File: config.mk
export PLATFORM = sky130hd
export DESIGN_NAME = pc_fetch_gen
export DESIGN_NICKNAME = d
export VERILOG_FILES = /design/src/rtl/pc_fetch_gen.sv
export SDC_FILE = /design/constraint.sdc
export NUM_CORES = 1
export LEC_CHECK = 0
export ABC_AREA = 1
export ABC_CLOCK_PERIOD_IN_PS = 1900
export BUFFER_PORTS_ARGS = -buffer_cell sky130_fd_sc_hd__buf_2
export CAP_MARGIN = 20
export CORE_UTILIZATION = 40
export DETAILED_ROUTE_END_ITERATION = 8
export PLACE_DENSITY = 0.66
export REMOVE_ABC_BUFFERS = 1
export SLEW_MARGIN = 20
export SYNTH_ARGS = -nofsm -noshare
export SYNTH_HDL_FRONTEND = slang
export SYNTH_SLANG_ARGS = --single-unit
File: constraint.sdc
create_clock -name clk -period 1.9 [get_ports clk]
set_input_delay 0 -clock clk [delete_from_list [all_inputs] [get_ports clk]]
set_output_delay 0 -clock clk [all_outputs]
set_load 0.02 [all_outputs]
File: src/rtl/pc_fetch_gen.sv
// Fetch-stage program-counter generator: PC register, redirect target and alignment
// check, valid/ready I-cache request with a one-entry pending-redirect buffer.
module pc_fetch_gen #(
  parameter int unsigned         XLEN         = 32,
  parameter logic [XLEN-1:0]     RESET_VECTOR = '0,
  parameter int unsigned         IALIGN       = 32
) (
  input  logic            clk,
  input  logic            rst_n,
  input  logic            stall_i,
  input  logic            redir_valid_i,
  input  logic            redir_mode_i,
  input  logic [XLEN-1:0] redir_pc_i,
  input  logic [XLEN-1:0] redir_rs1_i,
  input  logic [XLEN-1:0] redir_imm_i,
  output logic            if_req_valid_o,
  output logic [XLEN-1:0] if_req_addr_o,
  input  logic            if_req_ready_i,
  output logic [XLEN-1:0] pc_o,
  output logic [XLEN-1:0] pc_plus4_o,
  output logic [XLEN-1:0] target_o,
  output logic            pending_o,
  output logic            misalign_o
);

  typedef enum logic [1:0] {IDLE, RUN, PEND} state_t;

  state_t          state_q, state_d;
  logic [XLEN-1:0] pc_q, pc_d;
  logic [XLEN-1:0] pend_tgt_q, pend_tgt_d;
  logic            valid_q, valid_d;
  logic            pending_q, pending_d;
  logic            misalign_q, misalign_d;

  logic [XLEN-1:0] sum;
  logic [XLEN-1:0] target;
  logic [XLEN-1:0] pc_plus4;
  logic            misaligned;
  logic            redir_ok;
  logic            accept;
  logic            held;

  always_comb begin
    sum      = (redir_mode_i ? redir_rs1_i : redir_pc_i) + redir_imm_i;
    target   = redir_mode_i ? {sum[XLEN-1:1], 1'b0} : sum;
    pc_plus4 = pc_q + XLEN'(4);
    if (IALIGN == 16) misaligned = target[0];
    else              misaligned = (target[1:0] != 2'b00);
    redir_ok = redir_valid_i && !misaligned;
    accept   = valid_q && if_req_ready_i;
    held     = valid_q && !if_req_ready_i;
  end

  always_comb begin
    state_d    = state_q;
    pc_d       = pc_q;
    pend_tgt_d = pend_tgt_q;
    valid_d    = valid_q;
    misalign_d = redir_valid_i && misaligned;
    unique case (state_q)
      IDLE: begin
        state_d = RUN;
        valid_d = 1'b0;
        if (redir_ok) pc_d = target;
      end
      default: begin
        if (accept) begin
          // Priority on accept: fresh redirect, then buffered target, then sequential.
          if (redir_ok)             pc_d = target;
          else if (state_q == PEND) pc_d = pend_tgt_q;
          else                      pc_d = pc_plus4;
          state_d = RUN;
          valid_d = !stall_i;
        end else if (held) begin
          // Request must not be retracted; buffer the redirect (youngest wins).
          if (redir_ok) begin
            pend_tgt_d = target;
            state_d    = PEND;
          end
        end else begin
          if (redir_ok) pc_d = target;
          valid_d = !stall_i;
        end
      end
    endcase
    pending_d = (state_d == PEND);
  end

  always_ff @(posedge clk or negedge rst_n) begin
    if (!rst_n) begin
      state_q    <= IDLE;
      pc_q       <= RESET_VECTOR;
      pend_tgt_q <= '0;
      valid_q    <= 1'b0;
      pending_q  <= 1'b0;
      misalign_q <= 1'b0;
    end else begin
      state_q    <= state_d;
      pc_q       <= pc_d;
      pend_tgt_q <= pend_tgt_d;
      valid_q    <= valid_d;
      pending_q  <= pending_d;
      misalign_q <= misalign_d;
    end
  end

  assign if_req_valid_o = valid_q;
  assign if_req_addr_o  = pc_q;
  assign pc_o           = pc_q;
  assign pc_plus4_o     = pc_plus4;
  assign target_o       = target;
  assign pending_o      = pending_q;
  assign misalign_o     = misalign_q;

endmodule

==> results.yml <==
global_routing:
  grt_pass1_wl_microns: 39000
  grt_overflow_total: 0
  grtUsageTotal: 0.266
  antenna_found_initial: 0
  grt_pass1_vias: 7966
  grt_max_degree: 70
power_and_ir_drop:
  ir_drop_mv: 0.840
  p_int_mw: 6.23
  seqPwrFrac: 0.225
  p_per_area_mw_per_mm2: 1100
  swShare: 0.493
  power_switching_mw: 6.06
  p_leak_nw: 6.13
  p_clk_frac: 0.142
  combPwrFrac: 0.632
timing:
  hold_viol: 0
  fin_worst_skew_ps: 6.95
  drv_slew: 0
  period_minus_slack_ps: 1910
  tightest_slew_ps: 414
  setup-violations-final: 3
  max_slew_margin: 0.724
  clock.fmax_mhz: 523
  tns_ps: -23.5
  rsz0062_at_grt: "true"
  setup_ws_ps: -11.2
  fin_crit_sh: 1.01
synthesis:
  yosysTopAreaCell: "nand2_1"
  ys_types: 35
  syn_area_per_cell_sq_um: 5.72
  synth-seq-area-share: 0.236
  syn_area_sq_mm: 0.00732
  ys_seq_elements: 69
  yosysTopAreaCellShare: 0.266
  postSynthCellCount: 1281
  yosysWarningCount: 0
  synth_edf_count: 0
  async_reset_ff_frac: 1.00
  synthTopCellsByArea: "nand2_1 (27%), dfrtp_1 (24%), inv_1 (8.9%), nor2_1 (6.6%), a21oi_1 (5.5%)"
  synthFlopType: "dfrtp_1"
die:
  core_area_sq_mm: 0.0180
  die_y_microns: 137
  ios: 233
  start_util: 0.408
  rows: 49
  dieArea_sq_mm: 0.0189
  die_x_microns: 137
clock_tree:
  clk_latency_ps: 340
  clockRootBuffer: "clkbuf_16"
  clockBufferDepth: 2
  cts_made_buffers: 9
  cts_tree: "built"
  clk_pin_slew_ps: 60
  htreeDepth: 3
  cts_sinks: 69
route:
  drcViolationCount: 0
  first_pass_iters: 4
  drt_iter0_markers: 521
  vias: 8938
  routed_wl_microns: 25600
  vias_per_cell: 4.88
  wl_per_cell_microns: 14.0
  detail-route-antenna-nets: 0
critical_path:
  cp_top_family: "simple AND/OR/NAND/NOR gates"
  crit_required_ps: 1900
  endpoint_kind: "output pin"
  slowest_delay_ps: 280
  criticalPathCategory: "primary input to output pin"
  worstSetupStartpointType: "primary input"
  critPathMaxFanout: 6
  critPathMostFrequentCell: "nand2_1"
  crit_slowest_cell: "nand3b_1"
  cp.buffers_inverters: 4
  cp_cell_sequence: "buf_12, inv_8, buf_12, nand2_1, nand2_1, ha_4, nand2_1, nand2_1, nand2_1, nand2_1, nand3b_1, nand2_1, nand2_1, nand2_1, and2_4, buf_6"
  arrival_ps: 1910
placement:
  portBuffers: 232
  dp_hpwl_microns: 19400
  gp_congestion: 0.952
  place_ws_ps: -380
final_layout:
  syn2layout_area_growth_pct: 52.2
  final_util: 0.620
  layout-drive-gt1-share: 0.404
  nets: 1732
  mostFrequentLayoutCell: "nand2_1"
  n_fill_cell: 1668
  diodes: 0
  mostFrequentLayoutCells: "nand2_1 (427), buf_2 (206), inv_1 (162)"
run_status:
  status: "finished, violations left"
  violations: "negative setup slack"
worst_hold_path:
  min_path_type: "primary input to flop"
job:
  timing.max_cap.violations: 0
kinds of logic after synthesis:
family          share of synthesized area
fa+ha+maj                          0.0574
flops                               0.236
xor+xnor                           0.0320
simple gates                        0.426
buf+inv                             0.146
compound gates                      0.103
power by group through the flow:
stage | clock network, mW | registers (mW) | logic [mW]
global placement | 0 | 2.72 | 6.57
floorplan | 0 | 3.31 | 3.30
finish | 1.75 | 2.77 | 7.78
global route | 1.82 | 2.86 | 8.47
CTS | 1.76 | 2.72 | 7.14
detailed placement | 0 | 2.74 | 6.63
metal layers:
layer  vias up  track usage  wire, microns
met5         -            0              0
met4         0       0.0849            509
met3        32       0.0247           1110
met2       269        0.453          12500
met1      4086        0.353          11500
li1       4551            -              -
cell type report:
| cell class | instances | area, sq um | area share |
|---|---|---|---|
| flip-flops and latches | 69 | 1740 | 0.156 |
| repair buffers | 369 | 2490 | 0.223 |
| clock inverters | 6 | 71.3 | 0.00640 |
| well taps | 229 | 287 | 0.0257 |
| multi-input cells | 967 | 5630 | 0.505 |
| inverters | 181 | 691 | 0.0620 |
| clock buffers | 10 | 239 | 0.0214 |
cell usage after synthesis (14+ instances only):
cell / number
nor2_1: 129
xor2_1: 14
and2_1: 16
a21oi_1: 80
inv_1: 173
nand3_1: 67
buf_2: 14
buf_4: 35
o21ai_0: 44
dfrtp_1: 69
nand2_1: 518
ha_1: 32
stage by stage:
step | area [sq um] | power [mW] | instances | hold WS (ps)
global route | 11100 | 13.2 | 1831 | 81.6
floorplan | 6930 | 6.61 | 1217 | -296
finish | 11100 | 12.3 | 1831 | 54.7
CTS | 10400 | 11.6 | 1818 | 33.7
global placement | 9290 | 9.29 | 1786 | 56.5
detailed placement | 9290 | 9.37 | 1786 | 58.1
sequential cells by signal (all words and copies together), names as in the netlist:
name            flops
state_q             2
misalign_o          1
pend_tgt_q         32
if_req_addr_o      32
if_req_valid_o      1
pending_o           1
worst min-delay path: cells and delay by family:
| kind | cells | cell delay (ps) |
|---|---|---|
| buffers and inverters | 1 | 110 |
| AOI/OAI and AO/OA | 1 | 110 |
| and+or+nand+nor | 1 | 130 |
path summary, 6_finish.rpt:
check	startpoint	to	slack [ps]	depth (start not counted)
min in group asynchronous	rst_n	misalign_o	210	3
setup reg to reg	if_req_addr_o[3]	if_req_addr_o[16]	150	12
max in group asynchronous	rst_n	if_req_addr_o[19]	1350	3
hold reg to reg	pend_tgt_q[26]	pend_tgt_q[26]	490	2
setup / recovery	redir_mode_i	target_o[18]	-10	16
hold / removal	if_req_ready_i	state_q[0]	50	3
what timing repair did:
action                                 CTS  global route
hold buffers                             3             0
setup buffers                           13            13
pin swaps                               40            41
cloned                                   2             0
gates resized for setup                156           177
setup endpoints to repair               42            88
endpoints found under the hold margin   71             0
(Power assumes the default switching activity.)
